File: src/rtl/btn_debounce_pulse.sv
// Synchronises and debounces a raw push-button, emitting registered press/release pulses, level and press count.
// Latency: raw edge stable before edge k -> pulse at edge k+DEBOUNCE_CYCLES+1; no backpressure (free-running).
module btn_debounce_pulse #(
    parameter int DEBOUNCE_CYCLES = 16
) (
    input  logic       clk,
    input  logic       areset_n,
    input  logic       btn_raw,
    output logic       btn_level,
    output logic       press_pulse,
    output logic       release_pulse,
    output logic [7:0] press_cnt
);

    localparam int CNT_W = $clog2(DEBOUNCE_CYCLES) + 1;
    localparam logic [CNT_W-1:0] CNT_LAST = CNT_W'(DEBOUNCE_CYCLES - 1);
    localparam logic [CNT_W-1:0] CNT_ONE  = CNT_W'(1);

    typedef enum logic [1:0] {
        IDLE      = 2'd0,
        PRESS_CHK = 2'd1,
        HELD      = 2'd2,
        REL_CHK   = 2'd3
    } state_t;

    logic             r_sync1;
    logic             r_sync2;
    state_t           r_state;
    logic [CNT_W-1:0] r_cnt;
    logic             r_level;
    logic             r_press;
    logic             r_release;
    logic [7:0]       r_press_cnt;

    state_t           w_state_nxt;
    logic [CNT_W-1:0] w_cnt_nxt;
    logic             w_press_nxt;
    logic             w_release_nxt;
    logic             w_level_nxt;

    // btn_raw is asynchronous: only r_sync2 may feed the FSM.
    always_ff @(posedge clk or negedge areset_n) begin
        if (!areset_n) begin
            r_sync1 <= 1'b0;
            r_sync2 <= 1'b0;
        end else begin
            r_sync1 <= btn_raw;
            r_sync2 <= r_sync1;
        end
    end

    always_comb begin
        w_state_nxt   = r_state;
        w_cnt_nxt     = '0;
        w_press_nxt   = 1'b0;
        w_release_nxt = 1'b0;
        case (r_state)
            IDLE: begin
                if (r_sync2) begin
                    w_state_nxt = PRESS_CHK;
                    w_cnt_nxt   = CNT_ONE;
                end
            end
            PRESS_CHK: begin
                if (!r_sync2) begin
                    w_state_nxt = IDLE;
                end else if (r_cnt == CNT_LAST) begin
                    w_state_nxt = HELD;
                    w_press_nxt = 1'b1;
                end else begin
                    w_cnt_nxt = r_cnt + CNT_ONE;
                end
            end
            HELD: begin
                if (!r_sync2) begin
                    w_state_nxt = REL_CHK;
                    w_cnt_nxt   = CNT_ONE;
                end
            end
            REL_CHK: begin
                if (r_sync2) begin
                    w_state_nxt = HELD;
                end else if (r_cnt == CNT_LAST) begin
                    w_state_nxt   = IDLE;
                    w_release_nxt = 1'b1;
                end else begin
                    w_cnt_nxt = r_cnt + CNT_ONE;
                end
            end
            default: w_state_nxt = IDLE;
        endcase
    end

    // Level follows the next state so it moves in the same cycle as the pulses.
    assign w_level_nxt = (w_state_nxt == HELD) || (w_state_nxt == REL_CHK);

    always_ff @(posedge clk or negedge areset_n) begin
        if (!areset_n) begin
            r_state     <= IDLE;
            r_cnt       <= '0;
            r_level     <= 1'b0;
            r_press     <= 1'b0;
            r_release   <= 1'b0;
            r_press_cnt <= 8'd0;
        end else begin
            r_state   <= w_state_nxt;
            r_cnt     <= w_cnt_nxt;
            r_level   <= w_level_nxt;
            r_press   <= w_press_nxt;
            r_release <= w_release_nxt;
            if (w_press_nxt) begin
                r_press_cnt <= r_press_cnt + 8'd1;
            end
        end
    end

    assign btn_level     = r_level;
    assign press_pulse   = r_press;
    assign release_pulse = r_release;
    assign press_cnt     = r_press_cnt;

endmodule

File: config.mk
export PLATFORM = sky130hd
export DESIGN_NAME = btn_debounce_pulse
export DESIGN_NICKNAME = d
export VERILOG_FILES = /design/src/rtl/btn_debounce_pulse.sv
export SDC_FILE = /design/constraint.sdc
export NUM_CORES = 1
export LEC_CHECK = 0
export ABC_AREA = 0
export BUFFER_PORTS_ARGS = -buffer_cell sky130_fd_sc_hd__buf_4
export CAP_MARGIN = 0
export CORE_AREA = 2 2 44 46
export DETAILED_ROUTE_END_ITERATION = 7
export DIE_AREA = 0 0 46 48
export PLACE_DENSITY = 0.8
export REMOVE_ABC_BUFFERS = 1
export SKIP_CTS_REPAIR_TIMING = 1
export SYNTH_ARGS = -nofsm -noshare
export SYNTH_HDL_FRONTEND = slang
export SYNTH_SLANG_ARGS = --single-unit
File: constraint.sdc
create_clock -name clk -period 1.8 [get_ports clk]
set_clock_uncertainty 0.2 [all_clocks]
set_input_delay 0.18 -clock clk [delete_from_list [all_inputs] [get_ports clk]]
set_output_delay 0.18 -clock clk [all_outputs]
set_load 0.02 [all_outputs]
==> metrics.yaml <==
global_routing:
  antenna_found_initial: 0
  track_usage_pct: 15.3
  gr-total-overflow: 0
  grt_pass1_wl_mm: 2.28
  grt_pass1_vias: 494
  grt_max_degree: 20
worst_setup_path:
  worstPathMaxFanout: 8
  cp.arrival_ns: 1.66
  start_kind: "flop"
  worst-endpoint-required_ns: 1.80
  path_class: "flop to flop"
  crit_path_end_kind: "flop"
synth:
  synth_top_area_share_pct: 56.6
  syn_area_sq_um: 840
  yosysSeqAreaShare_pct: 56.6
  syn_inst: 68
  yosysWarnings: 0
  avgSynthCellArea_sq_um: 12.3
  synth_cell_types: 22
  ys_ff_latch: 19
  yosys-top-cells-area: "dfrtp_1 57%, xor2_1 6.3%, nor4_2 4.5%"
  synth_top_area_cell: "dfrtp_1"
final_layout:
  final_cell_mix: "19 x dfrtp_1, 15 x buf_4, 6 x xor2_1, 5 x nand3_1"
  n_antenna_cell: 0
  layout_commonest_cell: "dfrtp_1"
  final_layout_size_suffix_gt1_share_pct: 28.1
  area_delta_synth_final_pct: 22.5
  finalNetCount: 95
sta:
  hold_viol_final: 0
  fin_ws_ns: 0.132
  relSlewSlack_pct: 81.4
  max_slew.worst_pin.slew_ns: 0.276
  setup-tns-final_ns: 0
  setup_viol: 0
  max_freq_mhz: 600
  rsz0062_at_grt: "false"
  fin_crit_ns: 1.67
  finalMaxSlewViolations: 0
  post-route-period-util_pct: 92.7
routing:
  via_per_inst: 5.36
  detail_route.first_pass.iterations: 4
  drt_first_iter_violations: 6
  vias: 568
  drtAntennaViolNets: 0
  drc: 0
  totalWireLength_mm: 1.44
  routedWlPerCell_microns: 13.6
clock_tree:
  clock_sinks: 19
  clockRootBuffer: "clkbuf_4"
  cts.clk_slew.worst_paths_ns: 0.11
  clk_latency_ns: 0.30
  cts_buffers: 3
  tritoncts: "yes"
  ctsLongestPathBuffers: 2
  htree_levels: 1
power:
  max-vdd-ir-drop_mv: 0.431
  power_density_nw_per_um2: 664
  p_leak_nw: 0.520
floorplan:
  start_util_pct: 49.7
  die_x_microns: 46
  io_pins: 14
  rows: 15
  die_h_microns: 48
  core_area_sq_um: 1690
  dieArea_sq_um: 2210
status:
  status: "completed"
flow_run:
  maxCapViolCount: 0
placed_design:
  routabilityCongestion: 0.820
  io_buffers: 13
  hpwlAfterDp_mm: 1.06
  pre_cts_ws_ns: 0.0836
hold_path:
  hp-class: "input pin to async pin"
==> Yosys cell counts <==
master    number
nor3_1         3
mux2_1         1
nor2_1         4
nor2_2         1
inv_1          3
a211oi_1       1
a31oi_1        1
nand4b_1       1
nor4_2         3
ha_1           2
nand3b_2       1
xor2_1         6
nand2_1        4
dfrtp_1       19
nand2b_1       2
mux2_2         1
nand3_1        5
and3_1         1
and3b_1        1
nand4_1        3
nand4b_4       1
xnor2_1        4
==> critical path, stage by stage (launching register included) <==
cell and delay [ns]:
dfrtp_1 0.40, ha_1 0.29, nand3b_4 0.16, nor2_1 0.17, mux2_2 0.34
==> power breakdown <==
part	internal, W	switching, W
Combinational	0.0000114	0.0000146
Sequential	0.000433	0.00000772
Clock	0.0000863	0.000130
Total	0.000531	0.000152
==> metal layers <==
metal / part of all wire (%) / track usage [%]
met1: 49 / 22.7
met2: 48 / 20.3
met3: 2.0 / 3.40
met4: 1.5 / 8.57
met5: 0 / 0
==> sequential cells by signal, indices dropped and copies added, names as in the netlist <==
signal         flops
press_cnt          8
r_cnt              5
release_pulse      1
r_sync2            1
r_state            1
r_sync1            1
press_pulse        1
btn_level          1
==> cells by family after synthesis <==
kind of cell / synth area share (%)
XOR/XNOR: 10.4
multiplexers: 2.68
adder cells (fa/ha/maj): 2.98
buffers and inverters: 1.34
AND/OR/NAND/NOR: 24.3
flip-flops: 56.6
AO/OA/AOI/OAI: 1.64
==> path summary, 6_finish.rpt <==
check	slack, ns	cells after the start	to	from
setup / recovery	0.13	4	btn_level$_DFF_PN0_	r_cnt[0]$_DFF_PN0_
hold / removal	0.07	2	release_pulse$_DFF_PN0_	areset_n
setup reg to reg	0.13	4	btn_level$_DFF_PN0_	r_cnt[0]$_DFF_PN0_
hold reg to reg	0.17	0	r_sync2$_DFF_PN0_	r_sync1$_DFF_PN0_
max in group asynchronous	1.13	2	press_cnt[6]$_DFFE_PN0P_	areset_n
min in group clk	0.17	0	r_sync2$_DFF_PN0_	r_sync1$_DFF_PN0_
==> cell type report <==
cell class | instances | area, sq um
inverter | 3 | 11.3
multi-input combinational | 46 | 362
timing repair buffer | 17 | 133
tap | 17 | 21.3
fill | 147 | 661
sequential | 19 | 475
clock buffer | 4 | 26.3
==> stage by stage <==
| step | instances | utilization [%] | power [W] | hold WS, ns | area, sq um |
|---|---|---|---|---|---|
| after detailed placement | 100 | 57.6 | 0.000471 | -0.139 | 973 |
| after floorplan | 68 | - | 0.000457 | -0.316 | 840 |
| after global placement | 100 | 57.6 | 0.000471 | -0.137 | 973 |
| final | 106 | 60.9 | 0.000683 | 0.0739 | 1030 |
| after CTS | 104 | 59.2 | 0.000679 | -0.464 | 1000 |
| after global routing | 106 | 60.9 | 0.000714 | 0.0861 | 1030 |
Note: power is estimated with default switching activity, not from simulation.
